[src/rtl/reg_bank_pkg.sv]
// Shared constants for the two-requester register bank arbiter.
// Holds the bank geometry, the arbiter FSM encoding and the selected-request payload.
package reg_bank_pkg;

  localparam int unsigned WIDTH  = 16;
  localparam int unsigned DEPTH  = 8;
  localparam int unsigned ADDR_W = 3;

  // Arbiter FSM encoding; LOCKi means requester i holds the bank.
  localparam logic [1:0] ST_IDLE  = 2'd0;
  localparam logic [1:0] ST_LOCK0 = 2'd1;
  localparam logic [1:0] ST_LOCK1 = 2'd2;

  // Fields of the requester that won arbiter this cycle.
  typedef struct packed {
    logic              we;
    logic              lock;
    logic [ADDR_W-1:0] addr;
    logic [WIDTH-1:0]  wdata;
  } bank_req_t;

endpackage

[src/rtl/reg_bank.sv]
// DEPTH x WIDTH bank of load-enabled registers with a registered read port.
// Ports:
//   clk, rst_n : clock, synchronous active-low reset (clears all entries and read data)
//   i_we       : write strobe; entry i_addr loads i_wdata on this edge
//   i_re       : read strobe; o_rdata captures entry i_addr on this edge
//   i_addr     : entry select for read or write
//   i_wdata    : write data
//   o_rdata    : registered read data
module reg_bank
  import reg_bank_pkg::*;
(
  input  logic              clk,
  input  logic              rst_n,
  input  logic              i_we,
  input  logic              i_re,
  input  logic [ADDR_W-1:0] i_addr,
  input  logic [WIDTH-1:0]  i_wdata,
  output logic [WIDTH-1:0]  o_rdata
);

  logic [WIDTH-1:0] w_q [DEPTH];
  logic [WIDTH-1:0] r_rdata;

  // One load-enabled register per entry, loaded only when its address is decoded.
  for (genvar g = 0; g < DEPTH; g++) begin : g_reg
    logic             w_load;
    logic [WIDTH-1:0] r_q;

    assign w_load = i_we && (i_addr == ADDR_W'(g));

    always_ff @(posedge clk) begin
      if (!rst_n)      r_q <= '0;
      else if (w_load) r_q <= i_wdata;
    end

    assign w_q[g] = r_q;
  end

  // Registered read mux gives the one-cycle read latency.
  always_ff @(posedge clk) begin
    if (!rst_n)    r_rdata <= '0;
    else if (i_re) r_rdata <= w_q[i_addr];
  end

  assign o_rdata = r_rdata;

endmodule

[src/rtl/reg_bank_arbiter.sv]
// Round-robin, lockable arbiter sharing one register bank between two requesters.
// Ports:
//   clk, rst_n : clock, synchronous active-low reset
//   req_valid  : per-requester request valid
//   req_we     : per-requester write enable (0 = read)
//   req_lock   : keep the grant after this access
//   req_addr   : requester i address in [i*ADDR_W +: ADDR_W]
//   req_wdata  : requester i write data in [i*WIDTH +: WIDTH]
//   req_ready  : combinational grant, forced to 0 while rst_n is low
//   rsp_valid  : one-cycle read response pulse for requester i
//   rsp_rdata  : read data, meaningful while rsp_valid is nonzero
//   owner      : one-hot lock owner, 0 when unlocked
module reg_bank_arbiter
  import reg_bank_pkg::*;
(
  input  logic                  clk,
  input  logic                  rst_n,
  input  logic [1:0]            req_valid,
  input  logic [1:0]            req_we,
  input  logic [1:0]            req_lock,
  input  logic [2*ADDR_W-1:0]   req_addr,
  input  logic [2*WIDTH-1:0]    req_wdata,
  output logic [1:0]            req_ready,
  output logic [1:0]            rsp_valid,
  output logic [WIDTH-1:0]      rsp_rdata,
  output logic [1:0]            owner
);

  logic [1:0] r_state;
  logic [1:0] w_state_nxt;
  logic       r_rr;
  logic [1:0] r_rsp_valid;
  logic [1:0] w_grant;
  logic       w_xfer;
  logic       w_sel;
  bank_req_t  w_req;

  // Grant: a lock restricts the bank to its owner; otherwise rr breaks ties.
  always_comb begin
    w_grant = 2'b00;
    case (r_state)
      ST_IDLE: begin
        if (req_valid == 2'b11) w_grant = r_rr ? 2'b10 : 2'b01;
        else                    w_grant = req_valid;
      end
      ST_LOCK0: w_grant = {1'b0, req_valid[0]};
      ST_LOCK1: w_grant = {req_valid[1], 1'b0};
      default:  w_grant = 2'b00;
    endcase
  end

  // Reset masks the grant immediately so nothing is accepted in a reset cycle.
  assign req_ready = w_grant & {2{rst_n}};
  assign w_xfer    = |req_ready;
  assign w_sel     = req_ready[1];

  // Mux the winning requester's fields.
  always_comb begin
    w_req.we    = req_we[w_sel];
    w_req.lock  = req_lock[w_sel];
    w_req.addr  = w_sel ? req_addr[2*ADDR_W-1:ADDR_W] : req_addr[ADDR_W-1:0];
    w_req.wdata = w_sel ? req_wdata[2*WIDTH-1:WIDTH]  : req_wdata[WIDTH-1:0];
  end

  // Lock FSM next state.
  always_comb begin
    w_state_nxt = r_state;
    case (r_state)
      ST_IDLE: begin
        if (w_xfer && w_req.lock) w_state_nxt = w_sel ? ST_LOCK1 : ST_LOCK0;
      end
      ST_LOCK0, ST_LOCK1: begin
        if (w_xfer && !w_req.lock) w_state_nxt = ST_IDLE;
      end
      default: w_state_nxt = ST_IDLE;
    endcase
  end

  always_ff @(posedge clk) begin
    if (!rst_n) r_state <= ST_IDLE;
    else        r_state <= w_state_nxt;
  end

  // After a transfer by requester i, the other requester gets priority.
  always_ff @(posedge clk) begin
    if (!rst_n)      r_rr <= 1'b0;
    else if (w_xfer) r_rr <= ~w_sel;
  end

  // Read response pulse tagged with the accepted requester.
  always_ff @(posedge clk) begin
    if (!rst_n)                   r_rsp_valid <= 2'b00;
    else if (w_xfer && !w_req.we) r_rsp_valid <= req_ready;
    else                          r_rsp_valid <= 2'b00;
  end

  reg_bank u_bank (
    .clk     (clk),
    .rst_n   (rst_n),
    .i_we    (w_xfer && w_req.we),
    .i_re    (w_xfer && !w_req.we),
    .i_addr  (w_req.addr),
    .i_wdata (w_req.wdata),
    .o_rdata (rsp_rdata)
  );

  assign rsp_valid = r_rsp_valid;
  assign owner     = {r_state == ST_LOCK1, r_state == ST_LOCK0};

endmodule

[config.mk]
export PLATFORM = sky130hd
export DESIGN_NAME = reg_bank_arbiter
export DESIGN_NICKNAME = d
export VERILOG_FILES = /design/src/rtl/reg_bank_pkg.sv /design/src/rtl/reg_bank.sv /design/src/rtl/reg_bank_arbiter.sv
export SDC_FILE = /design/constraint.sdc
export NUM_CORES = 1
export LEC_CHECK = 0
export BUFFER_PORTS_ARGS = -buffer_cell sky130_fd_sc_hd__buf_2
export CAP_MARGIN = 20
export CORE_MARGIN = 3
export CORE_UTILIZATION = 59
export DETAILED_ROUTE_END_ITERATION = 10
export PLACE_DENSITY = 0.76
export SYNTH_ARGS = -nofsm -noshare
export SYNTH_HDL_FRONTEND = slang
export SYNTH_SLANG_ARGS = --single-unit
[constraint.sdc]
create_clock -name clk -period 2.6 [get_ports clk]
set_input_delay 0.13 -clock clk [delete_from_list [all_inputs] [get_ports clk]]
set_output_delay 0.13 -clock clk [all_outputs]
set_load 0.005 [all_outputs]
# Word level (Yosys, flattened, before mapping)

Index checks and enable logic that the tools add are counted.

Order comparisons: 2
Equality and inequality tests: 12
Mux-type cells: 16
Bitwise operators: 3
Reductions and logical operators: 20

Operators by type and width:

| cell                                                     | count |
|---|---|
| binary-select mux 16 bit (select 3 bit)                  | 1 |
| two-way mux 16 bit                                       | 3 |
| equality test 3 bit, second input constant               | 4 |
| logical AND 1 bit                                        | 12 |
| two-way mux 2 bit                                        | 5 |
| equality test 3 x 2 -> 1 bit, second input constant      | 2 |
| case mux 2 bit (3 select lines)                          | 1 |
| equality test 2 bit, second input constant               | 2 |
| greater-or-equal comparator 4 bit, second input constant | 1 |
| two-way mux 1 bit                                        | 4 |
| != test 2 bit, second input constant                     | 2 |
| inverter 3 -> 4 bit                                      | 1 |
| case mux 2 bit (2 select lines)                          | 1 |
| AND reduction 2 bit                                      | 2 |
| OR reduction 2 bit                                       | 2 |
| equality test 3 x 1 -> 1 bit, second input constant      | 1 |
| zero test 3 bit                                          | 1 |
| two-way mux 3 bit                                        | 1 |
| bitwise AND 2 bit                                        | 1 |
| equality test 2 x 1 -> 1 bit, second input constant      | 1 |
| zero test 1 bit                                          | 2 |
| zero test 2 bit                                          | 1 |
| < comparator 1 x 2 -> 1 bit, second input constant       | 1 |
| inverter 1 bit                                           | 1 |

Flip-flop bits (word level): 149
Word-level logic and storage cells: 65

# Longest topological paths before layout

Word-level depth: 10
Depth in mapped cells: 10
Mapped depth without buffers: 9

# By module

Synthesis repeated with hierarchy kept, for this count alone.

Cell total of the unflattened synthesis: 881
Area total of the unflattened synthesis: 7098.1 um^2

Modules (own cells, without submodules):

| module           | times used | cells each | area each (um^2) |
|---|---|---|---|
| reg_bank         | 1          | 775        | 6505.0 |
| reg_bank_arbiter | 1          | 106        | 593.1 |

# Least setup slack after synthesis

No wires, ideal clock.

Path kind: reg2reg
Start: reg r_state[0]
End: reg u_bank.r_rdata[10] (netlist: u_bank.o_rdata[10])
Setup time: 120 ps
Arrival: 2048 ps
Required time: 2480 ps
Path slack: 433 ps
Stages on the path, launching flop included: 10
Period minus slack after synthesis: 2167 ps
Cell sequence: dfxtp_1 -> inv_1 -> ha_1 -> a21boi_1 -> o211ai_2 -> a211oi_2 -> o2bb2ai_1 -> buf_2 -> a41oi_1 -> a211o_1

Cells in the longest elaborated chain, start to end: 8
Elaborated cells on any way between the ends: 15

RTL lines:

| item                                                   | line                   | RTL |
|---|---|---|
| start: declaration                                     | reg_bank_arbiter.sv:29 | `logic [1:0] r_state;` |
| start signal: assignment                               | reg_bank_arbiter.sv:81 | `else r_state <= w_state_nxt;` |
| equality test 2 bit (tied with other cells)            | reg_bank_arbiter.sv:41 | `case (r_state)` |
| case mux 2 bit (3 select lines) *                      | reg_bank_arbiter.sv:41 |  |
| bitwise AND 2 bit *                                    | reg_bank_arbiter.sv:53 | `assign req_ready = w_grant & {2{rst_n}};` |
| two-way mux 3 bit                                      | reg_bank_arbiter.sv:61 | `w_req.addr = w_sel ? req_addr[2*ADDR_W-1:ADDR_W] : req_addr[ADDR_W-1:0];` |
| inverter 3 -> 4 bit (implied by the code)              | reg_bank.sv:42         | `else if (i_re) r_rdata <= w_q[i_addr];` |
| binary-select mux 16 bit (select 3 bit)                | reg_bank.sv:42         |  |
| two-way mux 16 bit (implied by the code) (2 in series) | reg_bank.sv:42         |  |
| end signal: assignment                                 | reg_bank.sv:42         |  |
| end: declaration                                       | reg_bank.sv:22         | `logic [WIDTH-1:0] r_rdata;` |

Mark *: on every way between the ends. The rest lies on a longest branch, timed or not. The select of a mux whose other input is x is not followed.
A chain may end at the register's enable or synchronous reset.

# Final worst setup path

Start: reg r_state[0]
End: reg u_bank.g_reg[7].r_q[13]

Cells in the longest elaborated chain, start to end: 7
Elaborated cells on any way between the ends: 13

RTL lines:

| item                                                  | line                    | RTL |
|---|---|---|
| equality test 2 bit (tied with other cells)           | reg_bank_arbiter.sv:41  |  |
| case mux 2 bit (3 select lines) *                     | reg_bank_arbiter.sv:41  |  |
| bitwise AND 2 bit *                                   | reg_bank_arbiter.sv:53  |  |
| two-way mux 1 bit (implied by the code) (2 in series) | reg_bank_arbiter.sv:59  | `w_req.we = req_we[w_sel];` |
| logical AND 1 bit                                     | reg_bank_arbiter.sv:100 | `.i_we (w_xfer && w_req.we),` |
| logical AND 1 bit                                     | reg_bank.sv:29          | `assign w_load = i_we && (i_addr == ADDR_W'(g));` |
| end signal: assignment                                | reg_bank.sv:33          | `else if (w_load) r_q <= i_wdata;` |
| end: declaration                                      | reg_bank.sv:27          | `logic [WIDTH-1:0] r_q;` |

Marks and branches as above.

==> impl_metrics.env <==
export IMPL_arrival_ps=2790
export IMPL_initialDrtViolationCount=715
export IMPL_regArea_um2=2980
export IMPL_fillers=809
export IMPL_yosysSeqAreaShare_pct=43.2
export IMPL_grt_max_degree=83
export IMPL_worst_setup_path_type="register to register"
export IMPL_r2r_end="u_bank.g_reg[7].r_q[13]$_SDFFE_PN0P_"
export IMPL_firstDrtPassIters=5
export IMPL_fp_dieH_um=114
export IMPL_rsz0062_at_grt="yes"
export IMPL_postLayoutCellArea_um2=8160
export IMPL_syn_instance_count=733
export IMPL_clk_pin_slew_ps=60
export IMPL_hpwl_mm=11.7
export IMPL_diodes=0
export IMPL_hold_viol=0
export IMPL_grt_usage_pct=31.0
export IMPL_numClockSinks=149
export IMPL_io_buffers=67
export IMPL_hold_depth=3
export IMPL_synth_top_cell_area_share_pct=43.2
export IMPL_syn_area_per_cell_um2=9.43
export IMPL_die_area_um2=13000
export IMPL_r2r_start="r_state[0]$_SDFFE_PN0P_"
export IMPL_grt_overflow=0
export IMPL_synth_area_um2=6910
export IMPL_synth_edf_count=0
export IMPL_p_total_mw=5.82
export IMPL_cts_buffers=17
export IMPL_crit_required_ps=2940
export IMPL_drt_total_wl_mm=19.9
export IMPL_max_cap_violations=0
export IMPL_finalCriticalPeriod_ps=2450
export IMPL_grt_pass1_wl_mm=31.4
export IMPL_hold_path_class="primary input to register"
export IMPL_vdd_ir_drop_worst_v=0.000639
export IMPL_synth_area_leader_cell="dfxtp_1"
export IMPL_htree_levels=4
export IMPL_antenna_found_initial=0
export IMPL_yosys_warnings=0
export IMPL_setup_viol=0
export IMPL_syn_nets=783
export IMPL_drc=0
export IMPL_maxSlewViolCount=0
export IMPL_postSynth_asyncResetShare_pct=0
export IMPL_ys_ff_latch=149
export IMPL_min_to="rsp_valid[0]$_SDFF_PN0_"
export IMPL_fin_skew_ps=8.37
export IMPL_yosys_top_cells_count="149 x dfxtp_1, 149 x nand2_1, 130 x mux2i_1"
export IMPL_max_clock_freq_mhz=408
export IMPL_yosys_cell_types_count=49
export IMPL_viasPerCell=6.43
export IMPL_clockBufferDepth=2
export IMPL_slew_headroom_pct=42.8
export IMPL_dpl_cell_area_um2=7390
export IMPL_gp_congestion=0.850
export IMPL_std_cell_rows=38
export IMPL_area_delta_synth_final_pct=18.0
export IMPL_core_area_um2=11100
export IMPL_ys_top_cells_by_area="dfxtp_1 43%, mux2i_1 19%, o21ai_0 8.6%, nand2_1 8.1%, a41oi_1 4.1%"
export IMPL_wl_per_cell_um=21.0
export IMPL_stdcell_count=946
export IMPL_pin_count=68
export IMPL_min_from="req_we[0]"
export IMPL_multi_input_area_um2=3690
export IMPL_dp_cells=909
export IMPL_min_period_over_period_pct=94.3
export IMPL_grt_pass1_vias=6131
export IMPL_cts_root_buffer="clkbuf_16"
export IMPL_cp_end_kind="register"
export IMPL_status="completed"
export IMPL_tightest_slew_ps=858
export IMPL_leakagePower_nw=3.91
export IMPL_clkLatencyLatePin_ps=430
export IMPL_startpoint_type="register"
export IMPL_layout_drive_gt1_share_pct=22.0
export IMPL_rrSetupSlack_ps=150
export IMPL_die_width_um=114
export IMPL_antenna_left=0
export IMPL_floorplan_initialDensity_pct=62.1
export IMPL_synth_ff_type="dfxtp_1"
export IMPL_pwr_density_cell_nw_per_um2=714
export IMPL_vias=6087
export IMPL_rr_worst_depth=7
export IMPL_cts_tree="yes"
export IMPL_nNetsFinal=844
export IMPL_crit_fanout=16
==> metal layers <==
metal | vias up | global-route usage, % | wire (um)
met5 | - | 0 | 0
met4 | 0 | 14.9 | 661
met3 | 64 | 6.66 | 1420
met2 | 306 | 52.3 | 9720
met1 | 2963 | 37.6 | 8070
li1 | 2754 | - | -
==> cells by family after synthesis <==
logic type / count (synthesis) / share of synthesized area (%)
compound gates: 196 / 18.6
fa+ha+maj: 4 / 0.724
buf+inv: 60 / 4.07
flops: 149 / 43.2
mux: 146 / 21.4
simple gates: 178 / 12.0
==> stage by stage <==
| step | utilization (%) | hold slack [ps] | worst slack, ps | TNS [ps] |
|---|---|---|---|---|
| 2_1_floorplan | - | 258 | 433 | 0 |
| 6_report | 73.3 | 47.0 | 149 | 0 |
| 4_1_cts | 72.7 | 39.7 | 8.89 | 0 |
| 3_5_place_dp | 66.4 | 385 | -3.90 | -3.90 |
| 5_1_grt | 73.3 | 46.2 | -21.1 | -104 |
| 3_3_place_gp | 66.4 | 402 | 123 | 0 |
==> worst max-delay path: stages (launching register included) <==
cell and delay, ps:
dfxtp_1 380, inv_1 80, ha_1 300, a21oi_4 390, nor2_4 190, or2_2 390
nand2_4 360, mux2i_1 250
==> cell usage in the layout (no fill, tap or decap), drive strengths merged, types with 2 or more instances in the layout <==
cell	instances
dfxtp	149
nand3	6
nand2b	3
clkbuf	20
o211ai	4
and3	2
bufinv	6
ha	4
mux2	16
o21ai	130
inv	6
nand2	154
buf	96
a41oi	32
nor4b	3
a211oi	2
or2	3
mux2i	130
a21oi	4
clkinvlp	2
clkinv	2
a211o	16
==> registers in the layout, indices dropped and copies added, names as in the netlist <==
signal / count
r_rr: 1
r_state: 2
rsp_valid: 2
u_bank.g.r_q: 128
u_bank.o_rdata: 16
==> cell type report <==
cell class,count,area share [%]
Multi-Input combinational cell,524,45.2
Tap cell,140,2.15
Clock inverter,11,2.72
Timing Repair Buffer,97,7.39
Inverter,5,0.230
Clock buffer,20,5.72
Sequential cell,149,36.6
==> report_power, final <==
group / total (mW) / leakage, nW / switching, mW / internal, mW
logic: 0.635 / 2.38 / 0.418 / 0.216
registers: 2.35 / 1.20 / 0.0245 / 2.33
clock network: 2.83 / 0.329 / 0.956 / 1.88
==> worst max-delay path by stage <==
stage | start | to | slack [ps] | cells past startpoint
CTS | r_state[0]$_SDFFE_PN0P_ | u_bank.g_reg[2].r_q[12]$_SDFFE_PN0P_ | 9 | 7
global route | r_state[0]$_SDFFE_PN0P_ | u_bank.g_reg[7].r_q[12]$_SDFFE_PN0P_ | -20 | 9
global placement | r_state[0]$_SDFFE_PN0P_ | u_bank.g_reg[6].r_q[0]$_SDFFE_PN0P_ | 120 | 8
floorplan | r_state[0]$_SDFFE_PN0P_ | u_bank.o_rdata[10]$_SDFFE_PN0P_ | 430 | 9
detailed placement | r_state[0]$_SDFFE_PN0P_ | u_bank.g_reg[2].r_q[0]$_SDFFE_PN0P_ | -4 | 8
finish | r_state[0]$_SDFFE_PN0P_ | u_bank.g_reg[7].r_q[13]$_SDFFE_PN0P_ | 150 | 7
==> what timing repair did <==
| action | 4_1_cts | 5_1_grt |
|---|---|---|
| resized for setup | 1 | 3 |
| hold buffers | 1 | 0 |
| pin swaps | 0 | 2 |
| endpoints found under the hold margin | 1 | 0 |
| setup endpoints to repair | 3 | 129 |
| buffers inserted | 0 | 5 |
Note: power is estimated with default switching activity, not from simulation.
